`config.mk`:
```
export PLATFORM = sky130hd
export DESIGN_NAME = gpr_wr_sched
export DESIGN_NICKNAME = d
export VERILOG_FILES = /design/src/rtl/gpr_wr_sched.sv
export SDC_FILE = /design/constraint.sdc
export NUM_CORES = 1
export LEC_CHECK = 0
export CAP_MARGIN = 20
export CORE_AREA = 2 2 101 103
export DETAILED_ROUTE_END_ITERATION = 8
export DIE_AREA = 0 0 103 105
export PLACE_DENSITY = 0.95
export SYNTH_ARGS = -nofsm -noshare
export SYNTH_HDL_FRONTEND = slang
export SYNTH_SLANG_ARGS = --single-unit
```
`constraint.sdc`:
```
create_clock -name clk -period 3.8 [get_ports clk]
set_input_delay 0.76 -clock clk [delete_from_list [all_inputs] [get_ports clk]]
set_output_delay 0.76 -clock clk [all_outputs]
set_load 0.01 [all_outputs]
```
`src/rtl/gpr_wr_sched.sv`:
```
// GPR write-port scheduler: arbitrates writeback, multi-cycle and debug
// writes onto one registered port and tracks pending multi-cycle targets.
module gpr_wr_sched #(
   parameter int REG_NUM      = 32,
   parameter int REG_AW       = 5,
   parameter int DATA_W       = 32,
   parameter int STARVE_LIMIT = 8
) (
   input  logic              clk,
   input  logic              reset,
   input  logic              wb_valid,
   input  logic [REG_AW-1:0] wb_addr,
   input  logic [DATA_W-1:0] wb_data,
   input  logic              mc_valid,
   output logic              mc_ready,
   input  logic [REG_AW-1:0] mc_addr,
   input  logic [DATA_W-1:0] mc_data,
   input  logic              mc_issue_en,
   input  logic [REG_AW-1:0] mc_issue_addr,
   input  logic              dbg_valid,
   output logic              dbg_ready,
   input  logic [REG_AW-1:0] dbg_addr,
   input  logic [DATA_W-1:0] dbg_data,
   input  logic              rd_en_0,
   input  logic [REG_AW-1:0] rd_addr_0,
   input  logic              rd_en_1,
   input  logic [REG_AW-1:0] rd_addr_1,
   output logic              hazard,
   output logic              issue_err,
   output logic              gpr_we_n,
   output logic [REG_AW-1:0] gpr_wr_addr,
   output logic [DATA_W-1:0] gpr_wr_data
);

   localparam logic [3:0] LIMIT = 4'(STARVE_LIMIT);

   logic [3:0]         starve_cnt;
   logic               starved;
   logic [REG_NUM-1:0] pending;
   logic [REG_NUM-1:0] pending_nxt;
   logic               clr_hit;

   assign starved   = (starve_cnt == LIMIT);
   assign mc_ready  = mc_valid & ~wb_valid & ~(dbg_valid & starved);
   assign dbg_ready = dbg_valid & ~wb_valid & (~mc_valid | starved);

   always_ff @(posedge clk) begin
      if (reset) begin
         gpr_we_n    <= 1'b1;
         gpr_wr_addr <= '0;
         gpr_wr_data <= '0;
      end else if (wb_valid) begin
         gpr_we_n    <= 1'b0;
         gpr_wr_addr <= wb_addr;
         gpr_wr_data <= wb_data;
      end else if (mc_ready) begin
         gpr_we_n    <= 1'b0;
         gpr_wr_addr <= mc_addr;
         gpr_wr_data <= mc_data;
      end else if (dbg_ready) begin
         gpr_we_n    <= 1'b0;
         gpr_wr_addr <= dbg_addr;
         gpr_wr_data <= dbg_data;
      end else begin
         gpr_we_n    <= 1'b1;
      end
   end

   always_ff @(posedge clk) begin
      if (reset) begin
         starve_cnt <= '0;
      end else if (!dbg_valid || dbg_ready) begin
         starve_cnt <= '0;
      end else if (!starved) begin
         starve_cnt <= starve_cnt + 4'd1;
      end
   end

   // A retiring op on the same register frees it, so a re-issue is legal.
   assign clr_hit = mc_ready & (mc_addr == mc_issue_addr);

   always_comb begin
      pending_nxt = pending;
      if (mc_ready) begin
         pending_nxt[mc_addr] = 1'b0;
      end
      if (mc_issue_en) begin
         pending_nxt[mc_issue_addr] = 1'b1;
      end
   end

   always_ff @(posedge clk) begin
      if (reset) begin
         pending   <= '0;
         issue_err <= 1'b0;
      end else begin
         pending   <= pending_nxt;
         issue_err <= mc_issue_en & pending[mc_issue_addr] & ~clr_hit;
      end
   end

   assign hazard = (rd_en_0 & pending[rd_addr_0])
                 | (rd_en_1 & pending[rd_addr_1]);

endmodule

```
==> summary.txt, run 1 <==
Outcome = complete, no violations
Initial core utilization = 0.471
Clock buffer depth = 2
WL met1 = 5.36 mm
DP Wirelength = 11.5 mm
Sequential element share of the synthesized area = 0.330
Met2 wire length = 7.76 mm
CP Class = primary input to output pin
Crit path required time = 3040 ps
Vias per cell = 6.05
Post-placement cell area = 6300 um2
Num Clock Sinks = 75
Slew HR = 0.512
Drt wl/cell = 19.1 um
Post-route cell area = 6550 um2
Worst slew pin tran = 731 ps
Synth warn = 0
Final hold vios = 0
DR top layer = met4
CTS tree = yes
Crit path max-delay cell type = mux4_1
Met3 WL post-DR = 1.79 mm
Ports = 176
Share of layout cells above drive strength 1 = 0.0785
Total power = 2.04 mW
Die H = 105 um
DR DRC count = 0
Antenna Nets Post-Route = 0
Reg2reg setup slack = 1850 ps
Area leader, netlist = dfxtp_1
Global-route wire length before repair = 24.1 mm
CTS Hold Buffers Added = 0
Top cells by area, synth = dfxtp_1 33%, mux4_1 8.1%, a211oi_1 6.1%, nand2_1 6.1%, o31ai_1 5.9%
Register Area = 1500 um2
P&R area growth vs syn = 44.1%
Startpoint Class = primary input
Top-count cell post-synth = dfxtp_1
Vias in the first global route = 4891
Clock Root Buffer = clkbuf_8
Max VDD drop = 180 uV
Pin count of the biggest net entering global routing = 46
Gr ovfl total = 0
Area of the multi-input gates = 2770 um2
ANT cells = 0
Full die area = 10800 um2
Crit-path cells = clkdlybuf4s50_1, buf_12, mux4_1, mux2_2, o221ai_2, o2bb2ai_1, clkdlybuf4s50_1
Most frequent CP cell = clkdlybuf4s50_1
Final nets = 806
Postcts setup bufs = 0
Total number of vias = 4886
Setup TNS Final = 0 ps
Post-synth top cells = 75 x dfxtp_1, 74 x nand2_1, 45 x nor2_1
FMAX = 269 MHz
Crit path time final = 3720 ps
Initial DRC Count = 233
MaxCap Viol Count = 0
Clk Latency, worst-skew pair = 350 ps
Synth unique cells = 52
Number of synthesized flops with an enable pin = 0
Fill cell total of the finished layout = 726
Hold WC Path Type = flip-flop to flip-flop
1st-pass router iterations = 4
CTS H-Tree Depth = 3
Post-Syn Nets = 655
Avg Cell Area, Syn = 8.76 um2
Crit path DAT = 2960 ps
GR Util All Layers = 0.285
Tcrit/Tclk final = 0.980
Ys flop type = dfxtp_1
Num rows = 36
Count of pins over their slew limit = 0
Initial antenna violation count = 0
Synthesis-stage register bit count = 75
Ys async rst share = 0
Clk pin slew, worst setup/hold paths = 90 ps
Cts repair resizes = 0
Die X = 103 um
CP Max Fanout = 8
Core Area = 9640 um2
Pleak = 2.44 nW
Synth Cell Area = 4540 um2
Total CTS buffers = 9
Routed WL = 15.4 mm
Final setup violation count = 0
RSZ-0062 raised after global routing = false
Synth top area share = 0.330
Mapped Cells = 519
Clock skew = 15.8 ps
Crit path capture type = output pin
GP Congestion = 0.928
Pwr/cell area = 312 nW/um2
Max incr delay on CP = 550 ps
I/O Buffers = 175
critical path: cells and delay by family:
kind            cells  cell delay, ps
buf+inv             3            1130
mux                 2             840
compound gates      2             240
sequential cells by signal, indices dropped and copies added (netlist names):
signal	flops
starve_cnt	4
gpr_wr_data	32
gpr_wr_addr	5
issue_err	1
pending	32
gpr_we_n	1
per-stage QoR:
step	setup WS [ps]	utilization	hold WS (ps)	cells
3_5_place_dp	88.9	0.654	440	792
4_1_cts	75.1	0.679	458	808
2_1_floorplan	1090	-	467	519
6_report	76.4	0.679	458	808
3_3_place_gp	106	0.654	435	792
5_1_grt	23.5	0.679	486	808
layer usage:
layer / track usage / vias to the layer above
met1: 0.314 / 2287
met5: 0 / -
met3: 0.103 / 44
met2: 0.491 / 318
li1: - / 2237
met4: 0.113 / 0
cells in the final DEF (no fill, tap or decap), types with 3 or more instances in the layout:
| cell | instances |
|---|---|
| mux2i_1 | 3 |
| xnor2_1 | 6 |
| o31ai_1 | 36 |
| clkdlybuf4s50_1 | 174 |
| nand4b_1 | 4 |
| buf_4 | 10 |
| o21ai_0 | 32 |
| nor3b_1 | 4 |
| or2_2 | 4 |
| a21oi_1 | 34 |
| nand4_1 | 4 |
| nand2_1 | 74 |
| and3_1 | 37 |
| nor2_1 | 45 |
| and3b_1 | 3 |
| mux4_2 | 10 |
| nand2b_1 | 6 |
| inv_1 | 6 |
| a211oi_1 | 37 |
| nor3_1 | 4 |
| nand3_1 | 4 |
| dfxtp_1 | 75 |
| clkbuf_8 | 13 |
| mux4_1 | 14 |
power by group:
part / internal (mW) / total, mW / switching [mW] / leakage, nW
Combinational: 0.261 / 0.450 / 0.190 / 1.71
Sequential: 0.825 / 0.850 / 0.0247 / 0.616
Clock: 0.442 / 0.744 / 0.302 / 0.122
cells by family (layout without fill, tap and decap cells):
family                   count (synthesis)  after routing  synth area share
multiplexers                            28             28             0.140
XOR/XNOR                                 8              8            0.0154
adder cells (fa/ha/maj)                  2              2           0.00551
buffers and inverters                   52            208            0.0603
AND/OR/NAND/NOR                        200            200             0.222
AO/OA/AOI/OAI                          154            154             0.227
flip-flops                              75             75             0.330
layout make-up:
class	instances	area share
Multi-Input combinational cell	392	0.423
Timing Repair Buffer	186	0.281
Sequential cell	75	0.229
Clock buffer	13	0.0273
Tap cell	133	0.0254
Clock inverter	3	0.0103
Inverter	6	0.00344
path summary, 6_finish.rpt:
| path | startpoint | endpoint | cells after the start |
|---|---|---|---|
| worst max-delay path | rd_addr_0[0] | hazard | 7 |
| worst min-delay path | gpr_wr_data[5] | gpr_wr_data[5] | 2 |
| worst max register to register | starve_cnt[0] | pending[25] | 7 |
| worst min register to register | gpr_wr_data[5] | gpr_wr_data[5] | 2 |
Note: power is estimated with default switching activity, not from simulation.
==> run 2: changes to the inputs <==
--- a/config.mk
+++ b/config.mk
@@ -9,6 +9,7 @@
 export CORE_AREA = 2 2 101 103
 export DETAILED_ROUTE_END_ITERATION = 8
 export DIE_AREA = 0 0 103 105
+export MAX_ROUTING_LAYER = met4
 export PLACE_DENSITY = 0.95
 export SYNTH_ARGS = -nofsm -noshare
 export SYNTH_HDL_FRONTEND = slang
==> run 2 against run 1 <==
  * Combinational power grew 1%
  * Die area unchanged
  * Clock-buffer cell count fell by 2
  * Utilization is 0.43 points lower
  * Non-clock buffer count did not move
  * Fmax rose by 3.5%
  * Global-route usage up 2.3 points
  * Total power decreased by 2.5%
  * Cell area shrank 0.63%
  * Register-to-register slack worse by 60 ps
  * Critical path depth stayed put
  * Critical path type unchanged
  * Critical endpoint unchanged
  * Largest power group unchanged
==> summary.txt, run 2 (synthesized netlist as in run 1, its figures left out) <==
Top Registers = gpr_wr_data x32, pending x32, gpr_wr_addr x5
Stages on worst setup path = 7 (unchanged)
Crit path buffers/inverters = 3 (unchanged)
Global-route wire length before repair = 25.0 mm (+3.6%)
Kind of cell adding the most delay to the critical path = buffers and inverters
Pwr/cell area = 306 nW/um2 (-1.9%)
Num Clock Sinks = 75 (unchanged)
RSZ-0062 raised after global routing = false
Initial DRC Count = 373 (+60%)
Dpl ws = -38.2 ps (-127 ps)
GP Congestion = 0.956 (+3.0%)
CTS tree = yes
Commonest non-fill, non-tap cell in the layout = clkdlybuf4s50_1
GR Util All Layers = 0.309 (+0.0233)
Startpoint Class = primary input
FMAX = 278 MHz (+3.5%)
Crit path time final = 3600 ps (-126 ps)
Drt wl/cell = 20.0 um (+4.7%)
Gr ovfl total = 0 (unchanged)
Worst slew pin tran = 883 ps (+151 ps)
Worst Setup SP = rd_addr_1[0]
Pleak = 2.42 nW (-0.96%)
MaxCap Viol Count = 0 (unchanged)
Most frequent cells in the layout = 173 x clkdlybuf4s50_1, 75 x dfxtp_1, 74 x nand2_1
Critical Path Sink = hazard
Worst reg2reg endpoint = pending[21]
1st-pass router iterations = 5 (+1)
Max incr delay on CP = 500 ps (-50 ps)
DR DRC count = 0 (unchanged)
Max VDD drop = 156 uV (-13%)
Hold slack = 459 ps (+1.30 ps)
Hold WC Path Type = flip-flop to flip-flop
Clk Latency, worst-skew pair = 360 ps (about the same)
Final Util = 0.675 (-0.00428)
CTS Hold Buffers Added = 0 (unchanged)
Most frequent CP cell = clkdlybuf4s50_1
Crit-path cells = clkdlybuf4s50_1, buf_4, mux4_2, a31oi_1, o211ai_1, o2bb2ai_1, clkdlybuf4s50_1
Crit path required time = 3040 ps (about the same)
Ports = 176 (unchanged)
Final worst setup slack = 202 ps (+126 ps)
R2r worst-path depth = 7 (unchanged)
Final setup violation count = 0 (unchanged)
Clk pin slew, worst setup/hold paths = 80 ps (about the same)
Routed WL = 16.1 mm (+4.7%)
Initial core utilization = 0.471 (unchanged)
Final hold vios = 0 (unchanged)
Clock buffer depth = 2 (unchanged)
Total number of vias = 4946 (+1.2%)
CP Class = primary input to output pin
Crit path max-delay cell type = mux4_2
Final nets = 806 (unchanged)
Reg2reg setup slack = 1790 ps (-60 ps)
I/O Buffers = 175 (unchanged)
Vias per cell = 6.12 (+1.2%)
CP Max Fanout = 8 (unchanged)
Share of layout cells above drive strength 1 = 0.0757 (-0.00285)
Outcome = complete, no violations
Initial antenna violation count = 1 (+1)
Total power = 1.99 mW (-2.5%)
Count of pins over their slew limit = 0 (unchanged)
Die X = 103 um (unchanged)
Fill cell total of the finished layout = 744 (+2.5%)
Clock skew = 10.2 ps (-5.59 ps)
Die H = 105 um (unchanged)
Num rows = 36 (unchanged)
Crit path DAT = 2840 ps (-120 ps)
Reg-to-reg critical path startpoint = starve_cnt[0]
Clock Root Buffer = clkbuf_8
Core Area = 9640 um2 (unchanged)
Vias in the first global route = 4945 (+1.1%)
CTS H-Tree Depth = 3 (unchanged)
Crit path capture type = output pin
Antenna Nets Post-Route = 0 (unchanged)
DP Wirelength = 11.8 mm (+2.4%)
Slew HR = 0.411 (-0.102)
Full die area = 10800 um2 (unchanged)
P&R area growth vs syn = 43.2%
Pin count of the biggest net entering global routing = 46 (unchanged)
Tcrit/Tclk final = 0.947 (-0.0331)
Total CTS buffers = 9 (unchanged)
Setup TNS Final = 0 ps (unchanged)
run 2: worst min-delay path by stage:
stage / start / end / slack, ps / depth (start not counted)
4_1_cts: gpr_wr_data[20] / gpr_wr_data[20] / 460 / 2
2_1_floorplan: pending[16] / pending[16] / 470 / 2
5_1_grt: gpr_wr_data[24] / gpr_wr_data[24] / 480 / 2
3_3_place_gp: gpr_wr_data[1] / gpr_wr_data[1] / 430 / 2
6_report: gpr_wr_data[20] / gpr_wr_data[20] / 460 / 2
3_5_place_dp: gpr_wr_data[20] / gpr_wr_data[20] / 440 / 2
run 2: metal layers:
layer | share of wire | vias to the layer above | track usage
met5 | 0 | - | -
met4 | 0.037 | 0 | 0.142
met3 | 0.096 | 65 | 0.0722
met2 | 0.50 | 299 | 0.511
met1 | 0.36 | 2339 | 0.348
li1 | - | 2243 | -
run 2: tightest hold or removal path, stage by stage, from the launching register on:
cell and delay, ps:
dfxtp_1 330, nand2_1 50, o31ai_1 50
run 2: final cells by class:
type	instances	area, um2	share of cell area
repair buffers	186	1830	0.281
clock buffers	11	141	0.0217
inverters	6	22.5	0.00346
flip-flops and latches	75	1500	0.231
well taps	133	166	0.0256
multi-input cells	392	2770	0.426
clock inverters	4	75.1	0.0115
diodes	1	2.50	0.000385
run 2: metrics by stage:
stage,cell area (um2),cells
final,6510,808
after global routing,6510,808
after CTS,6500,807
after detailed placement,6290,792
after global placement,6290,792
after floorplan,4540,519
run 2: timing repair:
action	4_1_cts	5_1_grt
resized for setup	1	0
setup buffers	0	0
setup endpoints to repair	1	0
run 2: report_power, final:
part	leakage [nW]	switching, mW	internal [mW]
Sequential	0.616	0.0250	0.825
Clock	0.102	0.303	0.384
Combinational	1.70	0.196	0.259
Total	2.42	0.524	1.47
